[src/rtl/au_sequencer.sv]
// Command-level sequencer for the 8-bit four-function AU: turns keypad commands into AU strobes.
// Optional divide-by-zero rejection is built when AU_DIV_ZERO_CHECK_EN is defined.
module au_sequencer #(
  parameter int MULT_LAT = 10,
  parameter int DIV_LAT  = 20,
  parameter int CNT_W    = 5
) (
  input  logic        Clock,
  input  logic        Clear_n,
  input  logic        CmdValid,
  input  logic [2:0]  Cmd,
  input  logic [1:0]  CmdOp,
  input  logic [15:0] keyOut,
  output logic        Ahigh_in,
  output logic        Alow_in,
  output logic        LoadB,
  output logic        LoadResult,
  output logic        Start,
  output logic        ClearEntry,
  output logic        Clear,
  output logic [1:0]  Operations,
  output logic        Busy,
  output logic        ResultValid,
  output logic        Error
);

  typedef enum logic [2:0] {
    ENTRY = 3'd0,
    START = 3'd1,
    WAIT  = 3'd2,
    LOAD  = 3'd3,
    SHOW  = 3'd4
  } state_t;

  localparam logic [2:0] CMD_LOAD_AH = 3'd0;
  localparam logic [2:0] CMD_LOAD_AL = 3'd1;
  localparam logic [2:0] CMD_LOAD_B  = 3'd2;
  localparam logic [2:0] CMD_SET_OP  = 3'd3;
  localparam logic [2:0] CMD_EQUALS  = 3'd4;
  localparam logic [2:0] CMD_CE      = 3'd5;
  localparam logic [2:0] CMD_CLR     = 3'd6;
  localparam logic [2:0] CMD_RSVD    = 3'd7;

  localparam logic [CNT_W-1:0] MULT_CNT = CNT_W'(MULT_LAT);
  localparam logic [CNT_W-1:0] DIV_CNT  = CNT_W'(DIV_LAT);
  localparam logic [CNT_W-1:0] CNT_ONE  = CNT_W'(1);
  localparam logic [CNT_W-1:0] CNT_ZERO = CNT_W'(0);

  state_t           state_r;
  logic [CNT_W-1:0] cnt_r;
  logic             a_set_r;
  logic             b_set_r;
  logic             op_set_r;
  logic             operands_ready_s;
  logic             div_zero_s;

  assign operands_ready_s = a_set_r & b_set_r & op_set_r;

`ifdef AU_DIV_ZERO_CHECK_EN
  logic b_zero_r;
  logic unused_key_s;
  assign div_zero_s   = (Operations == 2'b11) & b_zero_r;
  assign unused_key_s = ^keyOut[15:8];
`else
  logic unused_key_s;
  assign div_zero_s   = 1'b0;
  assign unused_key_s = ^keyOut;
`endif

  // Command acceptance, latency wait and registered AU control outputs
  always_ff @(posedge Clock) begin
    if (!Clear_n) begin
      state_r     <= ENTRY;
      cnt_r       <= CNT_ZERO;
      a_set_r     <= 1'b0;
      b_set_r     <= 1'b0;
      op_set_r    <= 1'b0;
`ifdef AU_DIV_ZERO_CHECK_EN
      b_zero_r    <= 1'b0;
`endif
      Operations  <= 2'b00;
      Ahigh_in    <= 1'b0;
      Alow_in     <= 1'b0;
      LoadB       <= 1'b0;
      LoadResult  <= 1'b0;
      Start       <= 1'b0;
      Busy        <= 1'b0;
      ResultValid <= 1'b0;
      Error       <= 1'b0;
      Clear       <= 1'b1;
      ClearEntry  <= 1'b1;
    end else begin
      Ahigh_in   <= 1'b0;
      Alow_in    <= 1'b0;
      LoadB      <= 1'b0;
      LoadResult <= 1'b0;
      Start      <= 1'b0;
      ClearEntry <= 1'b0;
      Clear      <= 1'b0;
      Error      <= 1'b0;
      case (state_r)
        ENTRY, SHOW: begin
          if (CmdValid) begin
            case (Cmd)
              CMD_LOAD_AH: begin
                Ahigh_in    <= 1'b1;
                state_r     <= ENTRY;
                ResultValid <= 1'b0;
              end
              CMD_LOAD_AL: begin
                Alow_in     <= 1'b1;
                a_set_r     <= 1'b1;
                state_r     <= ENTRY;
                ResultValid <= 1'b0;
              end
              CMD_LOAD_B: begin
                LoadB       <= 1'b1;
                b_set_r     <= 1'b1;
`ifdef AU_DIV_ZERO_CHECK_EN
                b_zero_r    <= (keyOut[7:0] == 8'h00);
`endif
                state_r     <= ENTRY;
                ResultValid <= 1'b0;
              end
              CMD_SET_OP: begin
                Operations  <= CmdOp;
                op_set_r    <= 1'b1;
                state_r     <= ENTRY;
                ResultValid <= 1'b0;
              end
              CMD_CE: begin
                ClearEntry  <= 1'b1;
                a_set_r     <= 1'b0;
                b_set_r     <= 1'b0;
                state_r     <= ENTRY;
                ResultValid <= 1'b0;
              end
              CMD_EQUALS: begin
                if (!operands_ready_s || div_zero_s) begin
                  Error <= 1'b1;
                end else if (Operations[1]) begin
                  state_r     <= START;
                  Start       <= 1'b1;
                  cnt_r       <= Operations[0] ? DIV_CNT : MULT_CNT;
                  Busy        <= 1'b1;
                  ResultValid <= 1'b0;
                end else begin
                  state_r     <= LOAD;
                  LoadResult  <= 1'b1;
                  Busy        <= 1'b1;
                  ResultValid <= 1'b0;
                end
              end
              default: begin
              end
            endcase
          end
        end
        START: state_r <= WAIT;
        WAIT: begin
          if (cnt_r == CNT_ONE) begin
            state_r    <= LOAD;
            LoadResult <= 1'b1;
          end else begin
            cnt_r <= cnt_r - CNT_ONE;
          end
        end
        LOAD: begin
          state_r     <= SHOW;
          Busy        <= 1'b0;
          ResultValid <= 1'b1;
        end
        default: begin
          state_r     <= ENTRY;
          Busy        <= 1'b0;
          ResultValid <= 1'b0;
        end
      endcase
      if (CmdValid && (Cmd == CMD_RSVD)) begin
        Error <= 1'b1;
      end
      // CLR wins over everything, including a wait that expires this cycle
      if (CmdValid && (Cmd == CMD_CLR)) begin
        state_r     <= ENTRY;
        cnt_r       <= CNT_ZERO;
        a_set_r     <= 1'b0;
        b_set_r     <= 1'b0;
        op_set_r    <= 1'b0;
`ifdef AU_DIV_ZERO_CHECK_EN
        b_zero_r    <= 1'b0;
`endif
        Clear       <= 1'b1;
        ClearEntry  <= 1'b1;
        Start       <= 1'b0;
        LoadResult  <= 1'b0;
        Busy        <= 1'b0;
        ResultValid <= 1'b0;
      end
    end
  end

endmodule

[config.mk]
export PLATFORM = sky130hd
export DESIGN_NAME = au_sequencer
export DESIGN_NICKNAME = d
export VERILOG_FILES = /design/src/rtl/au_sequencer.sv
export SDC_FILE = /design/constraint.sdc
export NUM_CORES = 1
export LEC_CHECK = 0
export ABC_AREA = 1
export CORE_AREA = 2 2 53 55
export CTS_CLUSTER_DIAMETER = 120
export DETAILED_ROUTE_END_ITERATION = 12
export DIE_AREA = 0 0 55 57
export GPL_TIMING_DRIVEN = 1
export PLACE_DENSITY = 0.81
export SYNTH_ARGS = -nofsm -noshare
export SYNTH_HDL_FRONTEND = slang
export SYNTH_SLANG_ARGS = --single-unit
[constraint.sdc]
create_clock -name Clock -period 2.2 [get_ports Clock]
set_input_delay 0.22 -clock Clock [delete_from_list [all_inputs] [get_ports Clock]]
set_output_delay 0.22 -clock Clock [all_outputs]
set_load 0.02 [all_outputs]
==> results of run 1 <==
## cells in the final DEF, fill, tap and decap left out, drive strengths merged
cell	instances
clkdlybuf4s50	19
clkbuf	3
nand3	22
clkinvlp	1
nor2	37
nor3	2
or2	1
nand2	47
inv	22
dfxtp	23
o21ai	6
nand4	3
ha	2
a21oi	10
nor3b	1
and2	1
## final cells by class
class                           count  area [µm²]
Fill cell                         259        1140
Clock inverter                      1        7.51
Tap cell                           31        38.8
Clock buffer                        3        22.5
Timing Repair Buffer               19         190
Sequential cell                    23         460
Multi-Input combinational cell    132         666
Inverter                           22        85.1
## kinds of logic after synthesis
family	count (synthesis)	synth area share
AND/OR/NAND/NOR	114	0.441
flip-flops	23	0.375
AO/OA/AOI/OAI	16	0.0805
buffers and inverters	24	0.0826
adder cells (fa/ha/maj)	2	0.0204
## power by group through the flow
stage	registers, mW	clock network [mW]	logic (mW)
2_1_floorplan	0.484	0	0.235
3_3_place_gp	0.476	0	0.309
3_5_place_dp	0.477	0	0.313
4_1_cts	0.468	0.211	0.315
5_1_grt	0.473	0.223	0.360
6_report	0.467	0.203	0.314
## metal layers
metal	track usage	up-vias
met2	0.284	25
met4	0.0732	0
met3	0.0236	4
met1	0.257	487
li1	-	608
met5	0	-
## path summary, 6_finish.rpt
kind / start / to / slack, ps / cells past startpoint
worst max-delay path: Operations[0] / Operations[0] / 640 / 1
worst min-delay path: a_set_r / a_set_r / 470 / 2
worst max register to register: state_r[1] / cnt_r[4] / 730 / 6
worst min register to register: a_set_r / a_set_r / 470 / 2
## metrics by stage
stage | cell area, µm² | worst slack, ps | util
6_report | 1470 | 641 | 0.562
5_1_grt | 1470 | 513 | 0.562
4_1_cts | 1470 | 624 | 0.562
3_5_place_dp | 1440 | 444 | 0.551
3_3_place_gp | 1440 | 459 | 0.551
2_1_floorplan | 1230 | 1050 | -
==> results by group, run 1 <==
Drt
  • Vias per cell: a little under 5
  • Drt pass-1 iters: 4
  • Final wirelength: roughly 2.4 mm
  • Met2 WL: 1.12 mm
  • Met3 wire length: 83 µm
  • Via Count: between 1000 and 1500
  • Drt drc: 0
  • Routed Antenna Nets: 0
  • Max Used Layer: met4
  • Drt wl/cell: 10.5 µm
  • Initial drt markers: 23
  • Metal1 wirelength: 1.19 mm

Finish
  • Max reg flops: 5
  • Layout cells sized above 1: 0.130
  • Top flop regs: cnt_r (5), state_r (3), Operations (2)
  • Area Overhead vs Synth: 19.8%
  • Antenna cells: 0
  • Non-Filler Instances: approximately 230
  • Final-stage net count: 227
  • Biggest register: cnt_r

Synth
  • Syn_nets: 205
  • Synth Flop Type: dfxtp_1
  • Number of synthesized flops with an enable pin: 0
  • Post-synth top area share: 0.375
  • Count leader, synth: nand2_1
  • Distinct cells, synth: 25
  • Asr flop ratio synth: 0
  • Top post-synthesis cells by area: dfxtp_1 38%, nand2_1 13%, nor2_1 9.5%, nand3_1 6.9%, inv_1 5.8%
  • Post-Syn Area per Cell: 6.86 µm²
  • Largest area contributor in the synthesized netlist: dfxtp_1
  • Most common library cells after synthesis: 42 x nand2_1, 31 x nor2_1, 23 x dfxtp_1, 19 x inv_1, 17 x nand3_1
  • Cells after synthesis: 179
  • Sequential share of the synthesized area: 0.375
  • Post-synthesis register bit count: 23
  • Post-Syn Area: 1230 µm²
  • Synthesis Warnings: 0

STA
  • Pin slew with the least headroom to its limit: 426 ps
  • RSZ-0062 raised after global routing: false
  • Rel. slew slack: 0.716
  • Skew final: 2.37 ps
  • Max Freq: 0.642 GHz
  • Slew Viols, Final: 0
  • Final Hold Viols: 0
  • Period minus WS final: 1560 ps
  • Final period util: 0.708
  • Total negative setup slack: 0 ps
  • Fin Hold WS: 468 ps
  • Final setup violation count: 0

Worst setup path
  • Crit path buf inv count: 1
  • Critical Setup Path Class: reg2out
  • Critical path required time: 1980 ps
  • CP max-delay cell: clkdlybuf4s50_1
  • Cells along the critical path: clkdlybuf4s50_1
  • CP Capture Type: primary output
  • Top Family by Delay on Critical Path: buffers and inverters
  • CP Max Fanout: 4
  • Startpoint class of the critical path: register
  • CP max stage delay: 620 ps
  • Critical Path AT: between 1000 and 1500 ps

Power and ir drop
  • NetSw: 0.354 mW
  • P_int: 0.631 mW
  • Sequential group share of total power: 0.475
  • Clk pwr share: 0.207
  • Total power: 0.985 mW
  • Sw frac: 0.359
  • VDD IR-drop max: 0.336 mV
  • Static leakage: 0.642 nW
  • PD cells: ~670 nW/µm²
  • Comb pwr share: 0.319

GRT
  • First-pass GRT wire length: 4.31 mm
  • Vias in the first global route: 1039
  • Initial antenna violation count: 0
  • Largest net degree at the start of global routing: 15
  • Global route overflow: 0
  • Global-route usage over all layers: 0.184

Placed design
  • Final Wtd Congestion: 0.791
  • Input/output buffers: 19
  • Cell Count Post-Placement: 227
  • Estimated wirelength of the detail-placed design: 1.91 mm

Die
  • Full die area: between 3000 and 4000 µm²
  • Row count: 19
  • Die X: 55 µm
  • Num ports: 36
  • Starting Density: 0.469
  • Core area: 2620 µm²
  • Die Height: 57 µm

Run status
  • Status: finished, final reports clean

Clock tree
  • Clock-pin slew on the worst setup and hold paths: ~130 ps
  • Inserted Clock Buffers: 3
  • Clock Latency Late Sink: 310 ps
  • Root Buffer: clkbuf_4
  • Post-CTS setup buffers: 0
  • Deepest clock path buffer count: 2
  • CTS tree: yes
  • Clk sinks: 23
  • Resized Gates After CTS: 0
  • Hold buffers post-CTS: 0
  • H-tree levels: 1

Worst hold path
  • HP Class: reg2reg

Job
  • Maxcap violations: 0
Power figures use the tool's default switching activity.
==> run 2, diff against run 1 <==
--- a/config.mk
+++ b/config.mk
@@ -6,12 +6,12 @@
 export NUM_CORES = 1
 export LEC_CHECK = 0
 export ABC_AREA = 1
-export CORE_AREA = 2 2 53 55
+export CORE_AREA = 2 2 58 60
 export CTS_CLUSTER_DIAMETER = 120
 export DETAILED_ROUTE_END_ITERATION = 12
-export DIE_AREA = 0 0 55 57
+export DIE_AREA = 0 0 60 62
 export GPL_TIMING_DRIVEN = 1
-export PLACE_DENSITY = 0.81
+export PLACE_DENSITY = 0.72
 export SYNTH_ARGS = -nofsm -noshare
 export SYNTH_HDL_FRONTEND = slang
 export SYNTH_SLANG_ARGS = --single-unit
==> constraint.sdc (replaced) <==
create_clock -name Clock -period 1.4 [get_ports Clock]
set_input_delay 0.14 -clock Clock [delete_from_list [all_inputs] [get_ports Clock]]
set_output_delay 0.14 -clock Clock [all_outputs]
set_load 0.02 [all_outputs]
==> results by group, run 2 (synthesis gave the netlist of run 1 again) <==
Power and ir drop
  • Sequential group share of total power: 0.454
  • PD cells: a little under 1000 nW/µm²
  • Clk pwr share: 0.195
  • Total power: between 1.5 and 2 mW
  • VDD IR-drop max: 0.802 mV
  • Static leakage: 0.856 nW
  • Sw frac: 0.356
  • Comb pwr share: 0.351
  • P_int: 1.04 mW
  • NetSw: 0.576 mW

Placed design
  • Place WS: -160 ps
  • Estimated wirelength of the detail-placed design: between 2 and 2.5 mm
  • Cell Count Post-Placement: 261
  • Final Wtd Congestion: 0.860
  • Placed inst area: 1600 µm²
  • Input/output buffers: 19

STA
  • Slew Viols, Final: 0
  • Rel. slew slack: 0.786
  • Final period util: 0.975
  • Final setup violation count: 0
  • Skew final: 5.03 ps
  • Fin Hold WS: 399 ps
  • Max Freq: 0.732 GHz
  • Final Hold Viols: 0
  • Total negative setup slack: 0 ps
  • Period minus WS final: 1370 ps
  • Pin slew with the least headroom to its limit: around 320 ps
  • PnR worst setup slack: 34.6 ps

Die
  • Full die area: 3720 µm²
  • Core area: 3180 µm²
  • Die X: approximately 60 µm
  • Row count: 21
  • Starting Density: 0.386
  • Num ports: 36
  • Die Height: 62 µm

Worst hold path
  • Hold path depth: 3
  • HP Class: in2reg
  • Worst hold start: CmdOp[0]

Clock tree
  • H-tree levels: 1
  • Clock Latency Late Sink: just over 300 ps
  • Hold buffers post-CTS: 0
  • Clock-pin slew on the worst setup and hold paths: 130 ps
  • Post-CTS setup buffers: 0
  • CTS tree: yes
  • Deepest clock path buffer count: 2
  • Inserted Clock Buffers: 3
  • Clk sinks: 23
  • Root Buffer: clkbuf_4

Finish
  • Area Overhead vs Synth: 35.0%
  • Layout cells sized above 1: 0.233
  • Top flop regs: cnt_r (5), state_r (3), Operations (2)
  • Max reg flops: 5
  • Antenna cells: 0
  • Commonest non-fill, non-tap cell in the layout: nand2_1
  • Non-Filler Instances: 265
  • Final-stage net count: 246
  • Most frequent cells in the layout: 42 x nand2_1, 30 x nor2_1, 20 x dfxtp_1
  • Final instance area: 1660 µm²
  • Final Util: 0.521
  • Biggest register: cnt_r

Drt
  • Via Count: approximately 1200
  • Final wirelength: 2.72 mm
  • Vias per cell: ~4.5
  • Max Used Layer: met4
  • Routed Antenna Nets: 0
  • Met2 WL: 1.23 mm
  • Met3 wire length: 99 µm
  • Drt drc: 0
  • Drt wl/cell: 10.2 µm
  • Metal1 wirelength: ~1.3 mm
  • Drt pass-1 iters: 4
  • Initial drt markers: 48

GRT
  • Global-route usage over all layers: 0.160
  • Global route overflow: 0
  • First-pass GRT wire length: around 4.5 mm
  • Largest net degree at the start of global routing: 14
  • Vias in the first global route: 1064
  • Initial antenna violation count: 0

Worst setup path
  • CP max stage delay: around 590 ps
  • CP max-delay cell: clkdlybuf4s50_1
  • Reg2Reg Setup Slack: 100 ps
  • Reg2reg start: cnt_r[1]
  • CP Launch Point: Alow_in
  • Cells along the critical path: clkdlybuf4s50_1
  • CP Capture Type: primary output
  • Critical Path AT: 1230 ps
  • Crit path buf inv count: 1
  • Top Family by Delay on Critical Path: buffers and inverters
  • R2R depth: 9
  • Critical Setup Path Class: reg2out
  • CP Max Fanout: 1
  • Worst path depth: 1
  • Startpoint class of the critical path: register
  • Critical path required time: between 1000 and 1500 ps

Run status
  • Status: finished, final reports clean

Job
  • Maxcap violations: 0
run 2: cell types whose count changed in the layout (fill, tap and decap cells not counted), moves of 3 or more:
cell             delta
buf_4              +19
clkdlybuf4s50_1    -11
dfxtp_1             -3
dfxtp_2             +3
dlygate4sd2_1       +5
dlymetal6s2s_1      +6
run 2: worst reg2reg max path: stages, from the launching register on:
cell	delay (ps)
dfxtp_1	340
inv_2	80
ha_1	160
nand2_1	80
nor2_2	150
nand2_1	130
nand3_4	130
nand2_1	60
nand2_1	50
nor2_1	40
run 2: final timing paths:
kind,end
worst max-delay path,Alow_in
worst min-delay path,Operations[0]
worst max register to register,cnt_r[3]
worst min register to register,a_set_r
run 2: area by class of cell:
cell class                 instances  area, µm²
clock buffer                       3       22.5
inverter                          22       85.1
tap                               46       57.6
multi-input combinational        132        681
clock inverter                     1       5.00
timing repair buffer              38        342
fill                             304       1520
sequential                        23        464
run 2: power groups by stage:
stage / logic (mW) / clock network (mW) / registers [mW]
after CTS: 0.559 / 0.326 / 0.734
after detailed placement: 0.562 / 0 / 0.749
after floorplan: 0.369 / 0 / 0.760
after global routing: 0.645 / 0.344 / 0.743
final: 0.569 / 0.316 / 0.736
after global placement: 0.555 / 0 / 0.748
run 2: repair_timing:
item / 4_1_cts / 5_1_grt
endpoints found under the setup margin: 5 / 12
resized for setup: 5 / 14
pin swaps: 0 / 2
run 2: per-layer routing:
metal  vias to the layer above  track usage
met2                        20        0.272
met3                         4       0.0414
met1                       522        0.204
met4                         0       0.0381
met5                         -            0
li1                        653            -
==> run 3, diff against run 2 <==
--- a/config.mk
+++ b/config.mk
@@ -6,12 +6,12 @@
 export NUM_CORES = 1
 export LEC_CHECK = 0
 export ABC_AREA = 1
-export CORE_AREA = 2 2 58 60
+export CORE_AREA = 2 2 59 61
 export CTS_CLUSTER_DIAMETER = 120
 export DETAILED_ROUTE_END_ITERATION = 12
-export DIE_AREA = 0 0 60 62
+export DIE_AREA = 0 0 61 63
 export GPL_TIMING_DRIVEN = 1
-export PLACE_DENSITY = 0.72
+export PLACE_DENSITY = 0.7
 export SYNTH_ARGS = -nofsm -noshare
 export SYNTH_HDL_FRONTEND = slang
 export SYNTH_SLANG_ARGS = --single-unit
==> results by group, run 3 (synthesis gave the netlist of run 1 again) <==
Run status
  • Status: finished, final reports clean

Power and ir drop
  • Total power: 1.60 mW
  • Static leakage: 0.856 nW
  • PD cells: about 980 nW/µm²
  • VDD IR-drop max: 0.570 mV

Clock tree
  • Root Buffer: clkbuf_4
  • Clk sinks: 23
  • Clock Latency Late Sink: roughly 310 ps
  • Hold buffers post-CTS: 0
  • Deepest clock path buffer count: 2
  • Clock-pin slew on the worst setup and hold paths: 130 ps
  • CTS tree: yes
  • H-tree levels: 1
  • Inserted Clock Buffers: 3
  • Post-CTS setup buffers: 0

Finish
  • Final instance area: 1630 µm²
  • Area Overhead vs Synth: 32.8%
  • Final Util: 0.504
  • Layout cells sized above 1: 0.212
  • Biggest register: cnt_r
  • Commonest non-fill, non-tap cell in the layout: nand2_1
  • Most frequent cells in the layout: 42 x nand2_1, 30 x nor2_1, 23 x dfxtp_1
  • Final-stage net count: 244
  • Top flop regs: cnt_r (5), state_r (3), Operations (2)
  • Antenna cells: 0
  • Non-Filler Instances: between 200 and 300
  • Max reg flops: 5

Worst setup path
  • Critical Setup Path Class: reg2reg
  • CP max stage delay: 470 ps
  • CP Capture Type: register
  • CP Max Fanout: 11
  • CP dominant cell by count: buf_4
  • Cells along the critical path: nor2_2 > buf_4 > nand3_2 > nand2_2 > buf_4 > a21oi_1 > nor2_1
  • Startpoint class of the critical path: register
  • Critical path required time: around 1600 ps
  • CP max-delay cell: dfxtp_1
  • Critical Path AT: roughly 1500 ps

GRT
  • Largest net degree at the start of global routing: 14
  • Global route overflow: 0
  • Global-route usage over all layers: 0.144
  • Vias in the first global route: 1031
  • First-pass GRT wire length: 4.34 mm
  • Initial antenna violation count: 0

Die
  • Full die area: around 3800 µm²
  • Row count: 21
  • Die Height: 63 µm
  • Core area: ~3200 µm²
  • Die X: 61 µm
  • Starting Density: 0.380
  • Num ports: 36

Placed design
  • Estimated wirelength of the detail-placed design: about 2.0 mm
  • Placed inst area: 1590 µm²
  • Input/output buffers: 19
  • Place WS: -135 ps
  • Final Wtd Congestion: ~0.83
  • Cell Count Post-Placement: roughly 260

Drt
  • Via Count: roughly 1200
  • Vias per cell: 4.55
  • Initial drt markers: 46
  • Drt wl/cell: ~9.5 µm
  • Drt pass-1 iters: 4
  • Routed Antenna Nets: 0
  • Final wirelength: about 2.5 mm
  • Drt drc: 0

STA
  • Final setup violation count: 0
  • Max Freq: 0.764 GHz
  • Final Hold Viols: 0
  • Total negative setup slack: 0 ps
  • Fin Hold WS: 405 ps
  • RSZ-0062 raised after global routing: false
  • Skew final: 1.49 ps
  • Period minus WS final: 1310 ps
  • Rel. slew slack: 0.780
  • Pin slew with the least headroom to its limit: ~330 ps
  • Final period util: 0.934
  • PnR worst setup slack: between 90 and 100 ps
  • Slew Viols, Final: 0

Worst hold path
  • HP Class: in2reg

Job
  • Maxcap violations: 0
==> run 3: cell count changes in the layout (fill, tap and decap cells not counted) <==
cell and change:
o21ai_1 -1, dlymetal6s2s_1 +1, ha_2 +1, nand3_4 -1
buf_4 -2, dfxtp_2 -3, o21ai_0 +1, ha_1 -1
clkdlybuf4s50_1 -1, nand3_1 +1, dfxtp_1 +3
==> run 3: report_power, final <==
group,switching [mW],leakage [nW],internal [mW]
combinational,0.319,0.651,0.233
clock,0.210,0.0177,0.107
sequential,0.0338,0.187,0.699
==> run 3: final timing paths <==
kind | to | slack, ps | cells after the start | from
setup / recovery | cnt_r[0] | 90 | 7 | state_r[1]
hold / removal | Operations[0] | 400 | 3 | CmdOp[0]
setup reg to reg | cnt_r[0] | 90 | 7 | state_r[1]
hold reg to reg | b_set_r | 470 | 2 | b_set_r
==> run 3: metal layers <==
layer | vias up | GRT usage | part of all wire
li1 | 648 | - | -
met1 | 523 | 0.205 | 0.51
met2 | 23 | 0.210 | 0.44
met3 | 2 | 0.0352 | 0.036
met4 | 0 | 0.0489 | 0.011
met5 | - | 0 | 0
==> run 3: layout make-up <==
type,count,area (µm²)
clock buffer,3,22.5
clock inverter,1,5.00
fill,339,1600
inverter,22,85.1
multi-input combinational,132,671
sequential,23,460
tap,46,57.6
timing repair buffer,36,329
==> run 3: what timing repair did <==
action | in CTS | in global routing
pin swaps | 0 | 1
hold endpoints to repair | 0 | 0
gates resized for setup | 5 | 10
endpoints found under the setup margin | 5 | 10
==> run 3: critical path, delay by kind of cell, from the launching register on <==
kind                   cells  cell delay [ps]
AO/OA/AOI/OAI              1              140
buffers and inverters      2              320
flip-flops                 1              470
AND/OR/NAND/NOR            4              280
